**src/rtl/uart_byte_rx.sv**
```systemverilog
// uart_byte_rx: 8N1 UART receiver with 16x oversampling and 3-sample majority vote
module uart_byte_rx #(
  parameter int CLK_FREQ = 50_000_000
) (
  input  logic       Clk,
  input  logic       Reset_n,
  input  logic [2:0] baud_set,
  input  logic       uart_rx,
  output logic [7:0] Data,
  output logic       rx_done,
  output logic       frame_error,
  output logic       rx_busy
);
  localparam int DIV0 = CLK_FREQ / (9600 * 16);
  localparam int DIV1 = CLK_FREQ / (19200 * 16);
  localparam int DIV2 = CLK_FREQ / (38400 * 16);
  localparam int DIV3 = CLK_FREQ / (57600 * 16);
  localparam int DIV4 = CLK_FREQ / (115200 * 16);
  localparam int DW = $clog2(DIV0 + 1);
  typedef enum logic [1:0] {IDLE, START, DATA, STOP} state_t;
  state_t state, state_nx;
  logic s1, s2, s3;
  logic [2:0] baud_q;
  logic [DW-1:0] div_cnt, div_max;
  logic [3:0] smp_cnt, bit_cnt;
  logic [1:0] votes;
  logic [7:0] shreg;
  logic start_edge, smp_tick, mid_tick, end_tick, vote;
  assign start_edge = !s2 && s3;
  assign smp_tick = state != IDLE && div_cnt == div_max;
  assign mid_tick = smp_tick && smp_cnt == 4'd8;
  assign end_tick = smp_tick && smp_cnt == 4'd15;
  assign vote = (votes[0] & votes[1]) | (votes[0] & s2) | (votes[1] & s2);
  always_comb
    div_max = baud_q == 3'd1 ? DW'(DIV1 - 1) :
              baud_q == 3'd2 ? DW'(DIV2 - 1) :
              baud_q == 3'd3 ? DW'(DIV3 - 1) :
              baud_q == 3'd4 ? DW'(DIV4 - 1) : DW'(DIV0 - 1);
  // s3 holds the previous synchronised level for start-edge detection
  always_ff @(posedge Clk or negedge Reset_n)
    if (!Reset_n) {s1, s2, s3} <= 3'b111;
    else {s1, s2, s3} <= {uart_rx, s1, s2};
  always_ff @(posedge Clk or negedge Reset_n)
    if (!Reset_n) state <= IDLE;
    else state <= state_nx;
  always_comb begin
    state_nx = state;
    case (state)
      IDLE:    if (start_edge) state_nx = START;
      START:   if (mid_tick && vote) state_nx = IDLE;
               else if (end_tick) state_nx = DATA;
      DATA:    if (end_tick && bit_cnt == 4'd8) state_nx = STOP;
      STOP:    if (mid_tick) state_nx = IDLE;
      default: state_nx = IDLE;
    endcase
  end
  always_comb rx_busy = state != IDLE;
  always_ff @(posedge Clk or negedge Reset_n)
    if (!Reset_n) begin
      baud_q      <= '0;
      div_cnt     <= '0;
      smp_cnt     <= '0;
      bit_cnt     <= '0;
      votes       <= '0;
      shreg       <= '0;
      Data        <= '0;
      rx_done     <= 1'b0;
      frame_error <= 1'b0;
    end else begin
      rx_done     <= state == STOP && mid_tick && vote;
      frame_error <= state == STOP && mid_tick && !vote;
      if (state == IDLE) begin
        div_cnt <= '0;
        smp_cnt <= '0;
        bit_cnt <= '0;
        if (start_edge) baud_q <= baud_set;
      end else begin
        div_cnt <= smp_tick ? '0 : div_cnt + 1'b1;
        if (smp_tick) smp_cnt <= smp_cnt + 1'b1;
        if (smp_tick && smp_cnt == 4'd6) votes[0] <= s2;
        if (smp_tick && smp_cnt == 4'd7) votes[1] <= s2;
        if (end_tick) bit_cnt <= bit_cnt + 1'b1;
        if (state == DATA && mid_tick) shreg <= {vote, shreg[7:1]};
        if (state == STOP && mid_tick && vote) Data <= shreg;
      end
    end
endmodule

```
**config.mk**
```make
export PLATFORM = sky130hd
export DESIGN_NAME = uart_byte_rx
export DESIGN_NICKNAME = d
export VERILOG_FILES = /design/src/rtl/uart_byte_rx.sv
export SDC_FILE = /design/constraint.sdc
export NUM_CORES = 1
export LEC_CHECK = 0
export BUFFER_PORTS_ARGS = -buffer_cell sky130_fd_sc_hd__buf_2
export CORE_UTILIZATION = 54
export DETAILED_ROUTE_END_ITERATION = 12
export PLACE_DENSITY_LB_ADDON = 0.3
export SYNTH_ARGS = -nofsm -noshare
export SYNTH_HDL_FRONTEND = slang
export SYNTH_SLANG_ARGS = --single-unit
```
**constraint.sdc**
```tcl
create_clock -name Clk -period 2.01 [get_ports Clk]
set_clock_uncertainty 0.1 [all_clocks]
set_input_delay 0.1005 -clock Clk [delete_from_list [all_inputs] [get_ports Clk]]
set_output_delay 0.1005 -clock Clk [all_outputs]
set_load 0.005 [all_outputs]
```
== Word level (Yosys, flattened, before mapping) ==
Index checks and enable logic that the tools add are counted.
Word-level totals
  input port bits: 6
  output and inout bits: 11
  logic and storage cells: 80
  register bits: 45
Operators by class
  bitwise gates (word level): 6
  equality and inequality tests: 17
  $add $sub $neg: 3
  muxes and demuxes: 16
  reduce and logical (&&, ||, !) cells: 24
Operators with widths (count)
  $mux W9: 6
  $mux W4: 4
  $eq A4 B4 Y1 const B: 3
  $logic_and A1 B1 Y1: 12
  $mux W2: 5
  $reduce_and A2 Y1: 5
  $add A9 B1 Y9 const B: 1
  $eq A9 B9 Y1: 1
  $add A4 B1 Y4 const B: 2
  $eq A4 B3 Y1 const B: 2
  $pmux W2 S4: 1
  $eq A3 B2 Y1 const B: 2
  $ne A2 B2 Y1 const B: 3
  $reduce_bool A2 Y1: 3
  $eq A2 B2 Y1 const B: 2
  $reduce_and A4 Y1: 1
  $and A1 B1 Y1: 3
  $eq A3 B1 Y1 const B: 1
  $eq A3 B3 Y1 const B: 1
  $ne A3 B3 Y1 const B: 1
  $eq A2 B1 Y1 const B: 1
  $logic_not A1 Y1: 2
  $logic_not A2 Y1: 1
  $or A1 B1 Y1: 2
  $not A1 Y1: 1

== Depth between registers and ports, before layout ==
  depth in word-level cells: 11
  depth in mapped cells: 7
  gate-level depth less buffers: 6

== Least setup slack after synthesis ==
Ideal clock, no wire load.
  path type: reg2reg
  start point: register div_cnt[0]
  end point: register votes[0]
  period minus slack after synthesis: 2.232 ns
  setup slack: -0.222 ns
  data arrival time: 2.004 ns
  required time: 1.782 ns
  cell stages (with the launch flop): 7
  path buffers: 1
  library setup time: 0.128 ns
  path through: dfrtp_1 > or3_1 > a211o_1 > a32o_1 > buf_6 > nor4_1 > mux2_1
On the way
  word-level cells in the longest chain between the ends: 4
Ends and longest elaborated chain
  start, declared: line 24  | logic [DW-1:0] div_cnt, div_max;
  start signal, assigned: line 78  | div_cnt <= smp_tick ? '0 : div_cnt + 1'b1;
  $eq A9 B9 Y1: line 30  | assign smp_tick = state != IDLE && div_cnt == div_max;
  $logic_and A1 B1 Y1: line 30
  $logic_and A1 B1 Y1: line 80  | if (smp_tick && smp_cnt == 4'd6) votes[0] <= s2;
  $reduce_and A2 Y1 (no source line)
  end signal, assigned: line 64  | votes <= '0;
  end signal, assigned: line 80
  end, declared: line 26  | logic [1:0] votes;
No other way between the ends.
A chain may end at the register's enable or synchronous reset.

== Worst setup path in the final report ==
  start point: register baud_q[0]
  end point: register shreg[3]
On the way
  word-level cells in the longest chain between the ends: 10
  elaborated cells between the ends (all ways): 13
  those cells by class: eq/ne: 5; mux: 4; reduce/logical: 4
Ends and longest elaborated chain
  start, declared: line 23  | logic [2:0] baud_q;
  start signal, assigned: line 76  | if (start_edge) baud_q <= baud_set;
  $eq A3 B3 Y1: line 38  | baud_q == 3'd4 ? DW'(DIV4 - 1) : DW'(DIV0 - 1);
  $mux W9: line 38
  $mux W9: line 37  | baud_q == 3'd3 ? DW'(DIV3 - 1) :
  $mux W9: line 36  | baud_q == 3'd2 ? DW'(DIV2 - 1) :
  $mux W9 *: line 35  | div_max = baud_q == 3'd1 ? DW'(DIV1 - 1) :
  $eq A9 B9 Y1 *: line 30
  $logic_and A1 B1 Y1 *: line 30
  $logic_and A1 B1 Y1 *: line 31  | assign mid_tick = smp_tick && smp_cnt == 4'd8;
  $logic_and A1 B1 Y1 *: line 83  | if (state == DATA && mid_tick) shreg <= {vote, shreg[7:1]};
  $reduce_and A2 Y1 (no source line) *
  end signal, assigned: line 83
  end, declared: line 27  | logic [7:0] shreg;
Mark *: on every way between the ends. The rest lies on a longest branch, timed or not.

==> flow_summary.yaml <==
logic_synthesis:
  mappedNetlistArea_mm2: 0.00232
  ys.warnings.count: 0
  synth_async_sr_flop_share_pct: 100
  netlist_instances: 207
  ys_dominant_reg_cell: "dfrtp_1"
  synth_enable_flop_cells: 0
  ys_seq_area_share_pct: 48.6
  postSynthAreaPerCell_um2: 11.2
  synthDistinctLibCells: 44
  netlist.area_leader.share_pct: 45.2
  yosys.area.top_type: "dfrtp_1"
  ys_top_cells_by_area: "dfrtp_1, mux2_1, dfstp_2"
  synth.top_cells.by_count: "dfrtp_1, mux2_1, nor2_1, nand3_1, nor3_1"
  synthMostInstantiatedCell: "dfrtp_1"
  synth.ff_latch_count: 45
  synth_fp_nets: 219
layout:
  stdcell_area_mm2: 0.00308
  areaGrowthSynthToFinish_pct: 32.6
  layout.cells.non_filler: 303
  insertedDiodeCount: 0
  layout.nets: 264
  final_layout_size_suffix_gt1_share_pct: 44.7
floorplanning:
  die-height_um: 67.6
  ioPinCount: 17
  die-area_mm2: 0.00457
  placement_rows: 23
  start_util_pct: 57.3
  floorplan.core_area_mm2: 0.00406
  floorplan.die.width_um: 67.6
worst_hold_path:
  hold_path_class: "reg -> reg"
grt:
  grt_pass1_vias: 1870
  pin_count_of_the_biggest_net_entering_global_routing: 46
  grt_antenna_before_repair: 0
  track_usage_pct: 26.9
  globalRoute.totalOverflow: 0
  grt_pass1_wl_mm: 8.84
sta:
  layout_setup_ws_ps: -253
  final_max_tran_viols: 0
  timing.hold.ws_ps: 259
  layout_worst_path_cycle_share_pct: 113
  max_slew_margin_pct: 63.1
  worst_slew_pin_slew_ps: 554
  final_period_minus_worst_setup_slack_ps: 2260
  rsz_0062_raised_after_global_routing: "yes"
  finalSetupViolations: 38
  finalHoldViolations: 0
  maximum_frequency_from_static_timing_analysis_mhz: 442
placed_design:
  place_hpwl_mm: 3.24
  placed_cells_incl_taps: 284
  gp_congestion: 0.798
  place_area_mm2: 0.00258
  port_buffers: 16
routing:
  firstDrtPassIters: 4
  highest-signal-layer: "met4"
  antenna_left: 0
  routed_wire_length_per_instance_um: 18.6
  dr_total_vias: 1793
  wl_met2_mm: 2.95
  route.detailed.drc: 0
  drt_iter0_markers: 105
  route.final.wire_length_mm: 5.62
  route.met3.wl_um: 164
  detail_route.vias_per_cell: 5.92
  detail_route.wirelength.met1_mm: 2.39
pwr:
  power.density_cell_area_mw_per_mm2: 889
  peak_vdd_ir_mv: 0.570
  power.static_leakage_nw: 1.38
  post-layout-total-power_w: 0.00274
critical_path:
  critPathArrivalTime_ps: 2360
  critical_path_buf_inv_count: 0
  crit_type: "reg -> reg"
  end_kind: "register"
  startpoint_type: "register"
  worst-endpoint-required_ps: 2100
  critPathMaxFanout: 8
  critPathTopFamily: "simple AND/OR/NAND/NOR gates"
  worstPathCellList: "or3_1, a211o_1, a32oi_4, nand4_4, mux2_4"
  critical-path-max-stage-delay_ps: 410
  critical_path.slowest_cell: "dfrtp_1"
clocking:
  tritoncts: "built"
  clock-sinks: 45
  clock_tree.buffer_depth: 2
  ctsRootBufferMaster: "clkbuf_8"
  cts_max_level: 2
  cts_inserted_buffers: 5
  clkLatencyLatePin_ps: 310
  clk_pin_slew_worst_paths_ps: 100
run_status:
  violations_in_the_final_reports: "negative setup slack"
  outcome: "complete, but fails checks"
run:
  max_cap_violations: 0
[placed cells by master, fill, tap and decap left out, drive strengths merged, types with 2 or more instances in the layout]
| cell | n |
|---|---|
| nand2 | 8 |
| clkbuf | 5 |
| nor4 | 3 |
| xnor2 | 4 |
| nor4bb | 2 |
| mux2i | 4 |
| nand3 | 11 |
| o31ai | 2 |
| nand2b | 2 |
| o21a | 2 |
| inv | 10 |
| or4 | 2 |
| a21oi | 6 |
| nor3b | 2 |
| dfstp | 3 |
| ha | 6 |
| dlygate4sd3 | 5 |
| or3 | 2 |
| dfrtp | 42 |
| nand4 | 7 |
| o21ai | 6 |
| nand4b | 2 |
| clkinv | 2 |
| nor4b | 2 |
| nor3 | 11 |
| xor2 | 4 |
| and3 | 4 |
| nor2 | 16 |
| nor2b | 2 |
| buf | 42 |
| mux2 | 21 |
| a32o | 2 |
| o2111ai | 2 |
[power breakdown]
| group | switching, W | leakage (nW) | internal [W] |
|---|---|---|---|
| combinational | 0.000492 | 0.745 | 0.000484 |
| clock | 0.000340 | 0.0447 | 0.000251 |
| sequential | 0.000166 | 0.591 | 0.00101 |
[metrics by stage]
stage               TNS, ps  worst slack (ps)  util (%)
floorplan             -4510              -199         -
global placement      -4730              -241      63.6
detailed placement    -6760              -227      63.6
CTS                   -4950              -229      71.7
global route          -7810              -298      75.9
finish                -5800              -253      75.9
[kinds of logic after synthesis]
group,after synthesis,synth area share (%)
compound gates,26,9.32
simple gates,76,19.7
fa+ha+maj,7,3.66
xor+xnor,8,3.02
buf+inv,20,3.82
flops,45,48.6
mux,25,11.9
[layer usage]
layer	global-route usage (%)	vias to the layer above
met5	0	-
met4	11.7	0
met3	5.74	10
met2	47.2	36
met1	31.4	907
li1	-	840
[sequential cells by signal (all words and copies together), names as in the netlist, 2 cells and up, named ones only]
name,count
smp_cnt,4
shreg,8
bit_cnt,4
div_cnt,9
votes,2
baud_q,3
Data,8
[worst paths after layout]
check | end | slack (ps) | cells past startpoint | startpoint
hold reg to reg | s2 | 260 | 0 | s1
max in group asynchronous | baud_q[1] | 1080 | 3 | Reset_n
setup / recovery | shreg[3] | -250 | 5 | baud_q[0]
hold / removal | s2 | 260 | 0 | s1
min in group asynchronous | Data[6] | 330 | 3 | Reset_n
setup reg to reg | shreg[3] | -250 | 5 | baud_q[0]
[final cells by class]
type,count,area [um^2]
Timing Repair Buffer,47,359
Fill cell,254,977
Sequential cell,45,1130
Clock buffer,5,68.8
Clock inverter,3,25.0
Tap cell,50,62.6
Multi-Input combinational cell,143,1390
Inverter,10,37.5
[timing repair]
item,4_1_cts,5_1_grt
gates resized for setup,34,35
setup buffers,3,3
hold buffers,5,0
endpoints found under the hold margin,46,0
pin swaps,11,17
cloned,0,1
endpoints found under the setup margin,39,39
(Power assumes the default switching activity.)
